## config.mk

```make
export PLATFORM = sky130hd
export DESIGN_NAME = skeeball_game_ctrl_flat
export DESIGN_NICKNAME = d
export VERILOG_FILES = /design/src/rtl/skeeball_game_ctrl_if.sv /design/src/rtl/skeeball_game_ctrl.sv /design/src/flat_wrapper.sv
export SDC_FILE = /design/constraint.sdc
export NUM_CORES = 1
export LEC_CHECK = 0
export BUFFER_PORTS_ARGS = -buffer_cell sky130_fd_sc_hd__buf_2
export CAP_MARGIN = 20
export CELL_PAD_IN_SITES_DETAIL_PLACEMENT = 0
export CELL_PAD_IN_SITES_GLOBAL_PLACEMENT = 1
export CORE_MARGIN = 5
export CORE_UTILIZATION = 39
export DETAILED_ROUTE_END_ITERATION = 12
export PLACE_DENSITY_LB_ADDON = 0.1
export SLEW_MARGIN = 20
export SYNTH_ARGS = -nofsm -noshare
export SYNTH_HDL_FRONTEND = slang
export SYNTH_SLANG_ARGS = --single-unit
```

## constraint.sdc

```tcl
create_clock -name clk -period 2.8 [get_ports clk]
set_clock_uncertainty 0.2 [all_clocks]
set_input_delay 0.42 -clock clk [delete_from_list [all_inputs] [get_ports clk]]
set_output_delay 0.42 -clock clk [all_outputs]
set_load 0.005 [all_outputs]
```

## src/rtl/skeeball_game_ctrl_if.sv

```systemverilog
// Lane-side bundle for the skeeball round controller: tick/start/hole stimulus in,
// score, counters and FSM status out. No backpressure; all signals are plain levels/pulses.
interface skeeball_game_ctrl_if;
  logic        tick;
  logic        start;
  logic [4:0]  hole;
  logic [15:0] score;
  logic [3:0]  balls_left;
  logic [6:0]  time_left;
  logic        lane_en;
  logic        game_over;
  logic [1:0]  state;

  modport master (
    output tick, start, hole,
    input  score, balls_left, time_left, lane_en, game_over, state
  );

  modport slave (
    input  tick, start, hole,
    output score, balls_left, time_left, lane_en, game_over, state
  );
endinterface

```

## src/rtl/skeeball_game_ctrl.sv

```systemverilog
// Skeeball round controller: BCD scoring, ball and second countdown, IDLE/PLAY/SETTLE/OVER FSM.
// All outputs registered and updated on the edge that samples the input rise; inputs are never stalled.
module skeeball_game_ctrl #(
  parameter int NUM_BALLS     = 9,
  parameter int GAME_SECONDS  = 60,
  parameter int SETTLE_CYCLES = 16
) (
  input  logic                clk,
  input  logic                Reset,
  skeeball_game_ctrl_if.slave bus
);

  typedef enum logic [1:0] {
    IDLE   = 2'b00,
    PLAY   = 2'b01,
    SETTLE = 2'b10,
    OVER   = 2'b11
  } state_t;

  state_t      state_q, nxt_state;
  logic [15:0] score_q, nxt_score;
  logic [3:0]  balls_q, nxt_balls;
  logic [6:0]  time_q, nxt_time;
  logic [7:0]  cnt_q, nxt_cnt;
  logic        start_q;
  logic [4:0]  hole_q;
  logic        lane_q, over_q;

  logic        start_rise;
  logic [4:0]  hole_rise;
  logic [3:0]  pts;
  logic [4:0]  tens_sum, tens_wrap;
  logic [3:0]  tens_n, hund_n, thou_n;
  logic        c_tens, c_hund;
  logic [15:0] score_add;

  assign start_rise = bus.start & ~start_q;
  assign hole_rise  = bus.hole & ~hole_q;

  // Highest-index rising sensor wins; ascending scan lets later bits overwrite earlier ones.
  always_comb begin
    pts = 4'd0;
    for (int i = 0; i < 5; i++) begin
      if (hole_rise[i]) pts = 4'(i + 1);
    end
  end

  always_comb begin
    tens_sum  = {1'b0, score_q[7:4]} + {1'b0, pts};
    tens_wrap = tens_sum - 5'd10;
    c_tens    = (tens_sum > 5'd9);
    tens_n    = c_tens ? tens_wrap[3:0] : tens_sum[3:0];
    c_hund    = c_tens && (score_q[11:8] == 4'd9);
    hund_n    = c_tens ? (c_hund ? 4'd0 : score_q[11:8] + 4'd1) : score_q[11:8];
    thou_n    = c_hund ? score_q[15:12] + 4'd1 : score_q[15:12];
    // Carry out of thousands means the total would exceed 9990; clamp there.
    if (c_hund && (score_q[15:12] == 4'd9)) score_add = 16'h9990;
    else                                    score_add = {thou_n, hund_n, tens_n, 4'h0};
  end

  always_comb begin
    nxt_state = state_q;
    nxt_score = score_q;
    nxt_balls = balls_q;
    nxt_time  = time_q;
    nxt_cnt   = cnt_q;
    case (state_q)
      IDLE, OVER: begin
        if (start_rise) begin
          nxt_score = 16'h0000;
          nxt_balls = 4'(NUM_BALLS);
          nxt_time  = 7'(GAME_SECONDS);
          nxt_cnt   = 8'd0;
          nxt_state = PLAY;
        end
      end
      PLAY: begin
        if (|hole_rise) begin
          nxt_score = score_add;
          nxt_balls = balls_q - 4'd1;
          nxt_cnt   = 8'(SETTLE_CYCLES);
          nxt_state = SETTLE;
        end
      end
      SETTLE: begin
        nxt_cnt = cnt_q - 8'd1;
        if (cnt_q <= 8'd1) begin
          nxt_cnt   = 8'd0;
          nxt_state = (balls_q == 4'd0) ? OVER : PLAY;
        end
      end
      default: nxt_state = IDLE;
    endcase
    // Running out of time overrides whatever the ball/settle logic chose.
    if ((state_q == PLAY || state_q == SETTLE) && bus.tick && time_q != 7'd0) begin
      nxt_time = time_q - 7'd1;
      if (time_q == 7'd1) nxt_state = OVER;
    end
  end

  always_ff @(posedge clk or posedge Reset) begin
    if (Reset) begin
      state_q <= IDLE;
      score_q <= 16'h0000;
      balls_q <= 4'd0;
      time_q  <= 7'd0;
      cnt_q   <= 8'd0;
      start_q <= 1'b1;
      hole_q  <= 5'b11111;
      lane_q  <= 1'b0;
      over_q  <= 1'b0;
    end else begin
      state_q <= nxt_state;
      score_q <= nxt_score;
      balls_q <= nxt_balls;
      time_q  <= nxt_time;
      cnt_q   <= nxt_cnt;
      start_q <= bus.start;
      hole_q  <= bus.hole;
      lane_q  <= (nxt_state == PLAY);
      over_q  <= (nxt_state == OVER);
    end
  end

  assign bus.state      = state_q;
  assign bus.score      = score_q;
  assign bus.balls_left = balls_q;
  assign bus.time_left  = time_q;
  assign bus.lane_en    = lane_q;
  assign bus.game_over  = over_q;

endmodule

```

## src/flat_wrapper.sv

```systemverilog
// flat-port wrapper written by rule: the top's interface ports become plain ports
module skeeball_game_ctrl_flat 
#(
  parameter int NUM_BALLS     = 9,
  parameter int GAME_SECONDS  = 60,
  parameter int SETTLE_CYCLES = 16
)
  (clk, Reset, bus_tick, bus_start, bus_hole, bus_score, bus_balls_left, bus_time_left, bus_lane_en, bus_game_over, bus_state);
  skeeball_game_ctrl_if bus_i ();
  input  logic clk;
  input  logic Reset;
  input wire logic [$bits(bus_i.tick)-1:0] bus_tick;
  input wire logic [$bits(bus_i.start)-1:0] bus_start;
  input wire logic [$bits(bus_i.hole)-1:0] bus_hole;
  output wire logic [$bits(bus_i.score)-1:0] bus_score;
  output wire logic [$bits(bus_i.balls_left)-1:0] bus_balls_left;
  output wire logic [$bits(bus_i.time_left)-1:0] bus_time_left;
  output wire logic [$bits(bus_i.lane_en)-1:0] bus_lane_en;
  output wire logic [$bits(bus_i.game_over)-1:0] bus_game_over;
  output wire logic [$bits(bus_i.state)-1:0] bus_state;
  assign bus_i.tick = bus_tick;
  assign bus_i.start = bus_start;
  assign bus_i.hole = bus_hole;
  assign bus_score = bus_i.score;
  assign bus_balls_left = bus_i.balls_left;
  assign bus_time_left = bus_i.time_left;
  assign bus_lane_en = bus_i.lane_en;
  assign bus_game_over = bus_i.game_over;
  assign bus_state = bus_i.state;
  skeeball_game_ctrl #(.NUM_BALLS(NUM_BALLS), .GAME_SECONDS(GAME_SECONDS), .SETTLE_CYCLES(SETTLE_CYCLES)) u_core (.clk(clk), .Reset(Reset), .bus(bus_i));
endmodule
```

==> results of run 1 <==
==> power breakdown <==
group	internal [uW]	switching [uW]	total [uW]
Combinational	662	757	1420
Sequential	717	124	841
Clock	223	214	437
Total	1600	1100	2700
==> cell usage in the layout, fill, tap and decap left out, types with 3 or more instances in the layout <==
cell / n
buf_2: 35
dfrtp_1: 35
buf_4: 31
nand2_1: 30
inv_1: 23
nor2_1: 15
ha_1: 15
o21ai_0: 14
a21oi_1: 11
nand2b_1: 9
nor3_1: 8
o211ai_1: 7
clkbuf_8: 7
o31ai_1: 6
dfstp_2: 6
or3_1: 5
or2_2: 5
nand3_1: 5
or4_1: 5
nand3b_1: 4
mux2i_1: 4
conb_1: 4
buf_6: 4
o21ai_1: 3
xor2_1: 3
a21o_1: 3
and3_1: 3
==> worst reg2reg max path: cells and delay by family (launching register included) <==
| family | cells | cell delay (ps) |
|---|---|---|
| simple gates | 5 | 830 |
| buf+inv | 1 | 50 |
| flops | 1 | 530 |
| compound gates | 3 | 620 |
| fa+ha+maj | 2 | 630 |
==> registers in the layout, summed over array words and instances (netlist names) <==
signal	flops
u_core.bus.score	12
u_core.bus.game_over	1
u_core.bus.time_left	7
u_core.start_q	1
u_core.cnt_q	8
u_core.hole_q	5
u_core.bus.balls_left	4
u_core.bus.lane_en	1
u_core.bus.state	2
==> through the flow <==
step	utilization (%)	std cells	total power (uW)	hold WS, ps
finish	50.4	425	2700	27.1
global route	50.4	425	2950	8.50
detailed placement	47.4	412	2210	283
global placement	47.4	412	2210	264
floorplan	-	283	1700	224
CTS	49.7	423	2690	14.0
==> routing by layer <==
| layer | up-vias | share of wire, % | GRT usage (%) |
|---|---|---|---|
| li1 | 1136 | - | - |
| met5 | - | 0 | 0 |
| met4 | 0 | 1.7 | 5.21 |
| met3 | 8 | 3.1 | 2.83 |
| met1 | 1096 | 48 | 21.6 |
| met2 | 30 | 47 | 23.1 |
==> final cells by class <==
class | instances | area share (%)
flip-flops and latches | 41 | 32.3
inverters | 24 | 2.81
multi-input cells | 205 | 44.6
clock buffers | 7 | 3.01
well taps | 77 | 3.01
repair buffers | 70 | 14.1
clock inverters | 1 | 0.156
==> worst paths after layout <==
check / start / to / cells past startpoint
setup / recovery: u_core.hole_q[2]$_DFF_PP1_ / u_core.bus.score[13]$_DFFE_PP0P_ / 11
max in group asynchronous: Reset / u_core.hole_q[3]$_DFF_PP1_ / 3
setup reg to reg: u_core.hole_q[2]$_DFF_PP1_ / u_core.bus.score[13]$_DFFE_PP0P_ / 11
hold reg to reg: u_core.cnt_q[7]$_DFFE_PP0P_ / u_core.cnt_q[7]$_DFFE_PP0P_ / 1
hold / removal: bus_hole[4] / u_core.hole_q[4]$_DFF_PP1_ / 1
min in group asynchronous: Reset / u_core.bus.time_left[4]$_DFFE_PP0P_ / 3
==> kinds of logic after synthesis <==
kind of cell	synth area share, %
compound gates	19.9
other cells	0.147
xor+xnor	1.38
fa+ha+maj	8.66
simple gates	21.6
buf+inv	6.10
flops	40.6
mux	1.57
==> timing repair <==
action,4_1_cts,5_1_grt
pin swaps,11,10
setup endpoints to repair,12,12
cloned,1,0
buffers inserted,2,2
resized for setup,6,6
hold buffers,0,0
==> summary.txt, run 1 <==
STA
  • Final worst-path setup slack: -140 ps
  • Fin. max-slew vios: 0
  • Max Clock Freq: 0.340 GHz
  • Tightest Pin Transition: 572 ps
  • Fin crit share: 105%
  • Slew HR: 60.9%
  • Final setup vio count: 9
  • Period minus WS final: 2940 ps
  • Count of final hold-check violations: 0
  • RSZ-0062 raised after global routing: true
  • Setup TNS: -559 ps

Yosys
  • Area leader, netlist: dfrtp_1
  • Synth area leaders: dfrtp_1 34%, ha_1 7.9%, dfstp_2 6.2%, nand2_1 4.4%, inv_1 3.5%
  • Synth unique cells: 58
  • Post-synth EDFFs: 0
  • Syn avg cell area: 9.08 sq um
  • Share of the synthesized area in the top cell type: 34.4%
  • #FFs+latches synth: 41
  • YS warnings: 0
  • Most frequent cell after synthesis: dfrtp_1
  • Sequential fraction of the synthesis area: 40.6%
  • Syn Inst Count: 280
  • Ys flop type: dfrtp_1
  • Async S/R FF share, synth: 100%
  • Top cells by count, synth: 35 x dfrtp_1, 30 x nand2_1, 24 x inv_1, 16 x ha_1
  • Synthesized area: 2540 sq um

Drt
  • Vias: 2270
  • Routed vias/inst: 5.34
  • Final wirelength: 6020 microns
  • Drt wl/cell: 14.2 microns
  • DR iter-0 viols: 112
  • Final antenna-violating net count: 0
  • DR pass1 iterations: 4
  • DRC viols: 0

Critical path
  • Worst path most repeated cell: nand2_1
  • Crit Path Max Fanout: 3
  • Critical path buffers and inverters: 1
  • Worst Path Required: 2810 ps
  • CP Cell Sequence: nand2b_1 -> nand2_1 -> nand2_1 -> nand2_1 -> ha_2 -> inv_2 -> fa_2 -> a32oi_1 -> o211ai_1 -> or4b_4 -> o311ai_2
  • Nature of the critical path endpoint: flop
  • WP data arrival: 2950 ps
  • Flop-to-flop setup slack: -140 ps
  • Crit-path slowest cell: or4b_4
  • Crit-path max cell delay: 540 ps
  • Cell family with most CP delay: simple AND/OR/NAND/NOR gates
  • Worst Path Class, Setup: reg -> reg
  • CP Launch Type: flop

Layout
  • Antenna cells: 0
  • Area growth syn-to-layout: 25.9%
  • Filler cells: 613
  • Share of post-route cells with drive strength above 1: 30.2%
  • Nets: 373
  • Multi-input logic area: 1430 sq um
  • Register area: 1030 sq um
  • Cell area after layout: 3200 sq um

Floorplanning
  • Die Y-Extent: 90.8 microns
  • # IOs: 40
  • Initial Util: 40.1%
  • FP Rows: 29
  • Die ar.: 8240 sq um
  • CORE AREA: 6350 sq um
  • Die W: 90.8 microns

Clock tree
  • Latest clock arrival within the worst-skew pair: 300 ps
  • Max Root-Sink Buffers: 2
  • CTS tree: built
  • Clock slew at reported path FFs: 90 ps
  • Root buffer cell: clkbuf_8
  • CTS sink cnt: 41
  • Num CTS Buffers: 5
  • # H-tree levels: 2

Placement
  • Port Buf Inserts: 35
  • Post-placement setup slack: -230 ps
  • Gpl congestion: 0.887
  • Post-detail-place hpwl: 4350 microns
  • Post-placement cell area: 3010 sq um

Flow run
  • Maxcap violations: 0

GRT
  • Overflow after GRT: 0
  • GRT Overall Usage: 15.2%
  • First-pass GRT wire length: 10500 microns
  • Vias in the first global route: 2140
  • Largest net degree at the start of global routing: 42
  • Initial antenna violation count: 0

Power and ir drop
  • Leakage: 0.00153 uW
  • PD cells: 842 nW/um^2
  • Worst VDD drop: 408 uV

Outcome
  • Outcome: finished with violations
  • Failing checks: negative setup slack

Worst hold path
  • Hold/Removal Path Class: in -> reg
(Power assumes the default switching activity.)
==> inputs of run 2 (changes only) <==
HOLD_SLACK_MARGIN = 0.05   (was not set)
PLACE_DENSITY_LB_ADDON = 0.15   (was 0.1)
==> run 2 against run 1 <==
The run still ends with negative setup slack left. Worst setup slack worse by 29 ps. Maximum frequency down 0.98%. First-iteration DRC count down 9.8%. Global-route usage down 0.59 points. Critical path type unchanged. Critical endpoint unchanged.
==> summary.txt, run 2 (synthesized netlist as in run 1, its figures left out) <==
Outcome
  • Outcome: finished with violations
  • Failing checks: negative setup slack

Clock tree
  • Clock slew at reported path FFs: 90 ps
  • Root buffer cell: clkbuf_8
  • CTS tree: built
  • Latest clock arrival within the worst-skew pair: 300 ps
  • # H-tree levels: 2
  • CTS sink cnt: 41
  • Max Root-Sink Buffers: 2
  • Num CTS Buffers: 5

STA
  • Max Clock Freq: 0.337 GHz
  • Final worst-path setup slack: -169 ps
  • RSZ-0062 raised after global routing: true
  • Slew HR: 58.3%
  • Fin. max-slew vios: 0
  • Count of final hold-check violations: 0
  • Final setup vio count: 10
  • Fin crit share: 106%
  • Tightest Pin Transition: 610 ps
  • Setup TNS: -1140 ps
  • Period minus WS final: 2970 ps

Flow run
  • Maxcap violations: 0

Floorplanning
  • # IOs: 40
  • Die W: 90.8 microns
  • CORE AREA: 6350 sq um
  • Die Y-Extent: 90.8 microns
  • Die ar.: 8240 sq um
  • Initial Util: 40.1%
  • FP Rows: 29

Drt
  • DRC viols: 0
  • Drt wl/cell: 14.3 microns
  • Routed vias/inst: 5.34
  • Vias: 2276
  • Final antenna-violating net count: 0
  • DR pass1 iterations: 4
  • DR iter-0 viols: 101
  • Final wirelength: 6090 microns

GRT
  • Vias in the first global route: 2134
  • GRT Overall Usage: 14.7%
  • Largest net degree at the start of global routing: 42
  • Initial antenna violation count: 0
  • First-pass GRT wire length: 10200 microns
  • Overflow after GRT: 0

Layout
  • Antenna cells: 0
  • Post-route insts no fill: 426
  • Nets: 374
  • Area growth syn-to-layout: 26.4%
  • Max reg flops: 12
  • Share of post-route cells with drive strength above 1: 29.5%
  • Filler cells: 605
  • Commonest cells after routing, fill and taps aside: 35 x buf_2, 35 x dfrtp_1, 29 x nand2_1, 28 x buf_4, 23 x inv_1

Critical path
  • WP data arrival: 2940 ps
  • Reg2Reg Depth: 15
  • Nature of the critical path endpoint: flop
  • Worst Path Class, Setup: reg -> reg
  • Crit Path Max Fanout: 5
  • Worst Path Required: 2770 ps
  • CP Launch Type: flop

Placement
  • Inst Count DP: 409
  • Port Buf Inserts: 35
  • Post-detail-place hpwl: 4350 microns
  • Gpl congestion: 0.862

Power and ir drop
  • Reg power frac: 32.2%
  • Clk pwr share: 14.6%
  • Gate power share: 53.2%
  • P_int: 1530 uW
  • Leakage: 0.00155 uW
  • Worst VDD drop: 443 uV
  • Switching Fraction: 41.8%
  • PD cells: 819 nW/um^2
  • Switching power: 1100 uW

Worst hold path
  • Hold/Removal Path Class: in -> async
## run 2: changes by cell type in the layout (fill, tap and decap cells not counted), sizes merged
cell         change
clkbuf           -1
clkinv           +1
dlygate4sd3      +3
buf              -2
## run 2: critical path, cell delays in order, from the launching register on
cell      delay [ps]
dfstp_2          520
nand2b_4         120
nand2_2           40
nand2_1           50
nand2_1           40
nand2_1           60
ha_2             180
inv_2             40
fa_2             320
and4b_1          180
a32oi_1          150
o211ai_1         220
buf_4            220
buf_6            110
o211ai_1         250
o311ai_4         130
## run 2: timing repair
item / CTS / global route
hold endpoints to repair: 3 / 0
pin swaps: 20 / 11
setup endpoints to repair: 12 / 12
hold buffers: 3 / 0
resized for setup: 6 / 8
buffers inserted: 3 / 4
gates cloned: 0 / 0
## run 2: through the flow
step | hold WS [ps] | area (sq um) | setup WS (ps) | power, uW | utilization [%]
6_report | 48.9 | 3210 | -169 | 2630 | 50.6
5_1_grt | 94.8 | 3210 | -311 | 2870 | 50.6
4_1_cts | 61.0 | 3150 | -223 | 2620 | 49.6
3_5_place_dp | 273 | 2990 | -377 | 2180 | 47.1
3_3_place_gp | 267 | 2990 | -272 | 2180 | 47.1
2_1_floorplan | 224 | 2590 | -107 | 1700 | -
## run 2: layer usage
| metal | up-vias | GRT usage [%] | share of wire, % |
|---|---|---|---|
| met5 | - | 0 | 0 |
| met4 | 0 | 3.72 | 1.1 |
| met3 | 5 | 2.58 | 4.2 |
| met2 | 51 | 23.6 | 47 |
| met1 | 1088 | 20.3 | 48 |
| li1 | 1132 | - | - |
## run 2: cell type report
type | count | area, sq um | share of cell area (%)
multi-input cells | 205 | 1440 | 44.8
well taps | 77 | 96.3 | 3.00
clock buffers | 6 | 72.6 | 2.26
repair buffers | 71 | 472 | 14.7
inverters | 24 | 90.1 | 2.80
clock inverters | 2 | 10.0 | 0.311
flip-flops and latches | 41 | 1030 | 32.2
## run 2: path summary, 6_finish.rpt
| path | startpoint | endpoint | slack (ps) |
|---|---|---|---|
| min in group clk | bus_hole[0] | u_core.hole_q[0]$_DFF_PP1_ | 130 |
| max in group asynchronous | Reset | u_core.start_q$_DFF_PP1_ | 1970 |
| hold reg to reg | u_core.cnt_q[7]$_DFFE_PP0P_ | u_core.cnt_q[7]$_DFFE_PP0P_ | 280 |
| setup / recovery | u_core.hole_q[1]$_DFF_PP1_ | u_core.bus.score[13]$_DFFE_PP0P_ | -170 |
| setup reg to reg | u_core.hole_q[1]$_DFF_PP1_ | u_core.bus.score[13]$_DFFE_PP0P_ | -170 |
| hold / removal | Reset | u_core.bus.balls_left[2]$_DFFE_PP0P_ | 50 |
## run 2: power groups by stage
stage	Clock, uW	Sequential (uW)	Combinational, uW
floorplan	0	838	860
global placement	0	856	1320
detailed placement	0	859	1320
CTS	399	850	1370
global route	423	869	1570
finish	385	847	1400
==> inputs of run 3 (changes only) <==
==> constraint.sdc (replaced) <==
create_clock -name clk -period 2.8 [get_ports clk]
set_clock_uncertainty 0.2 [all_clocks]
set_input_delay 0 -clock clk [delete_from_list [all_inputs] [get_ports clk]]
set_output_delay 0 -clock clk [all_outputs]
set_load 0.005 [all_outputs]
==> run 3 against run 2 <==
Critical endpoint is now u_core.bus.score[9]$_DFFE_PP0P_. Wire length increased by 0.11%. Highest routed layer unchanged. Hold slack got worse by 410 ps. Worst setup slack got worse by 68 ps. Non-clock buffer count did not move. First-iteration DRC count is 8.9% lower. Design area up 0.51%. Critical path type unchanged. The flow finishes with violations (negative hold slack, negative setup slack).
==> summary.txt, run 3 (synthesized netlist as in run 1, its figures left out) <==
Layout
  • Filler cells: 629
  • Nets: 374
  • Post-route core utilization: 50.9%
  • Commonest cells after routing, fill and taps aside: 35 x buf_2, 35 x dfrtp_1, 29 x nand2_1, 27 x buf_4, 22 x inv_1
  • Antenna cells: 0
  • Share of post-route cells with drive strength above 1: 28.9%
  • Cell area after layout: 3230 sq um
  • Multi-input logic area: 1450 sq um
  • Max reg flops: 12
  • Register area: 1030 sq um
  • Area growth syn-to-layout: 27.0%

Drt
  • DR iter-0 viols: 92
  • Routed vias/inst: 5.38
  • Drt wl/cell: 14.3 microns
  • DR pass1 iterations: 6
  • DRC viols: 0
  • Vias: 2291
  • Final wirelength: 6100 microns
  • Final antenna-violating net count: 0

Placement
  • Post-placement cell area: 2970 sq um
  • Post-detail-place hpwl: 4320 microns
  • Port Buf Inserts: 35
  • Gpl congestion: 0.926

STA
  • Fin crit share: 108%
  • Count of final hold-check violations: 1
  • Setup TNS: -1190 ps
  • Final setup vio count: 10
  • Period minus WS final: 3040 ps
  • Tightest Pin Transition: 566 ps
  • Fin. max-slew vios: 0
  • RSZ-0062 raised after global routing: true
  • Max Clock Freq: 0.329 GHz
  • Hold_ws: -358 ps
  • Slew HR: 61.3%
  • Final worst-path setup slack: -237 ps

Worst hold path
  • Hold/Removal Path Class: in -> reg

Critical path
  • CP Launch Type: flop
  • WP data arrival: 3040 ps
  • Crit-path slowest cell: dfstp_2
  • Nature of the critical path endpoint: flop
  • Critical path buffers and inverters: 2
  • Crit-path max cell delay: 530 ps
  • Worst Path Class, Setup: reg -> reg
  • CP Cell Sequence: nand2b_4 -> nand2_2 -> nand2_1 -> nand2_1 -> nand2_1 -> ha_2 -> inv_2 -> fa_2 -> and4b_1 -> a32oi_1 -> o211ai_1 -> buf_4 -> or3_4 -> o32ai_2
  • Worst path most repeated cell: nand2_1
  • Crit Path Max Fanout: 4
  • Worst Path Required: 2800 ps
  • Cell family with most CP delay: simple AND/OR/NAND/NOR gates

Outcome
  • Outcome: finished with violations
  • Failing checks: negative hold slack, negative setup slack

GRT
  • Met2 track demand over resource: 24.2%
  • First-pass GRT wire length: 10600 microns
  • Initial antenna violation count: 0
  • Vias in the first global route: 2209
  • Met3 usage: 3.17%
  • Overflow after GRT: 0
  • Gr busiest metal: met2
  • Met1 Use GR: 20.8%
  • GRT Overall Usage: 15.2%
  • Largest net degree at the start of global routing: 42

Power and ir drop
  • Leakage: 0.00155 uW
  • Worst VDD drop: 495 uV
  • PD cells: 820 nW/um^2
  • Pwr Total: 2650 uW

Clock tree
  • # H-tree levels: 2
  • Clock slew at reported path FFs: 80 ps
  • Root buffer cell: clkbuf_8
  • CTS sink cnt: 41
  • Num CTS Buffers: 5
  • CTS tree: built
  • Max Root-Sink Buffers: 2
  • Latest clock arrival within the worst-skew pair: 290 ps
  • CTS Hold Buffers Added: 7

Floorplanning
  • CORE AREA: 6350 sq um
  • Die W: 90.8 microns
  • Initial Util: 40.1%
  • Die ar.: 8240 sq um
  • # IOs: 40
  • Die Y-Extent: 90.8 microns
  • FP Rows: 29

Flow run
  • Maxcap violations: 0
[run 3: cell count changes in the layout (fill, tap and decap cells not counted), sizes merged]
| cell | previous run | this run |
|---|---|---|
| buf | 68 | 64 |
| dlygate4sd3 | 3 | 7 |
| clkinv | 2 | 0 |
| clkbuf | 6 | 7 |
| clkinvlp | 0 | 1 |
[run 3: worst paths after layout]
check | start | end | slack (ps) | cells after the start
max | u_core.hole_q[1]$_DFF_PP1_ | u_core.bus.score[9]$_DFFE_PP0P_ | -240 | 14
min | bus_hole[1] | u_core.hole_q[1]$_DFF_PP1_ | -360 | 1
max in group asynchronous | Reset | u_core.bus.score[8]$_DFFE_PP0P_ | 1840 | 4
min in group asynchronous | Reset | u_core.bus.time_left[5]$_DFFE_PP0P_ | 180 | 4
min reg2reg | u_core.cnt_q[7]$_DFFE_PP0P_ | u_core.cnt_q[7]$_DFFE_PP0P_ | 280 | 1
max reg2reg | u_core.hole_q[1]$_DFF_PP1_ | u_core.bus.score[9]$_DFFE_PP0P_ | -240 | 14
[run 3: area by class of cell]
cell class | instances | area share [%]
multi-input combinational | 205 | 44.8
sequential | 41 | 32.0
timing repair buffer | 71 | 14.6
tap | 77 | 2.98
inverter | 24 | 2.79
clock buffer | 7 | 2.67
clock inverter | 1 | 0.232
[run 3: power breakdown]
part	total (uW)	internal, uW	switching, uW	leakage, uW
clock	408	200	208	0.0000445
sequential	840	717	123	0.000515
combinational	1400	630	770	0.000988
[run 3: worst register-to-register path: cells and delay by family (launching register included)]
kind                       cells  cell delay (ps)
buffers and inverters          2              240
adders and majority gates      2              500
and+or+nand+nor                7              880
DFF                            1              530
AOI/OAI and AO/OA              3              600
[run 3: routing by layer]
layer  routed length, microns  up-vias
met3                      202        5
met2                     2880       30
met1                     2950     1117
met5                        0        -
li1                         -     1139
met4                       63        0
[run 3: stage by stage]
step,setup WS [ps],instances
4_1_cts,-171,425
2_1_floorplan,-110,283
3_3_place_gp,-229,406
5_1_grt,-427,426
3_5_place_dp,-295,406
6_report,-237,426
[run 3: what timing repair did]
item | in CTS | in global routing
resized for setup | 5 | 10
gates cloned | 0 | 0
setup buffers | 5 | 3
setup endpoints to repair | 11 | 12
endpoints found under the hold margin | 53 | 1
pin swaps | 15 | 11
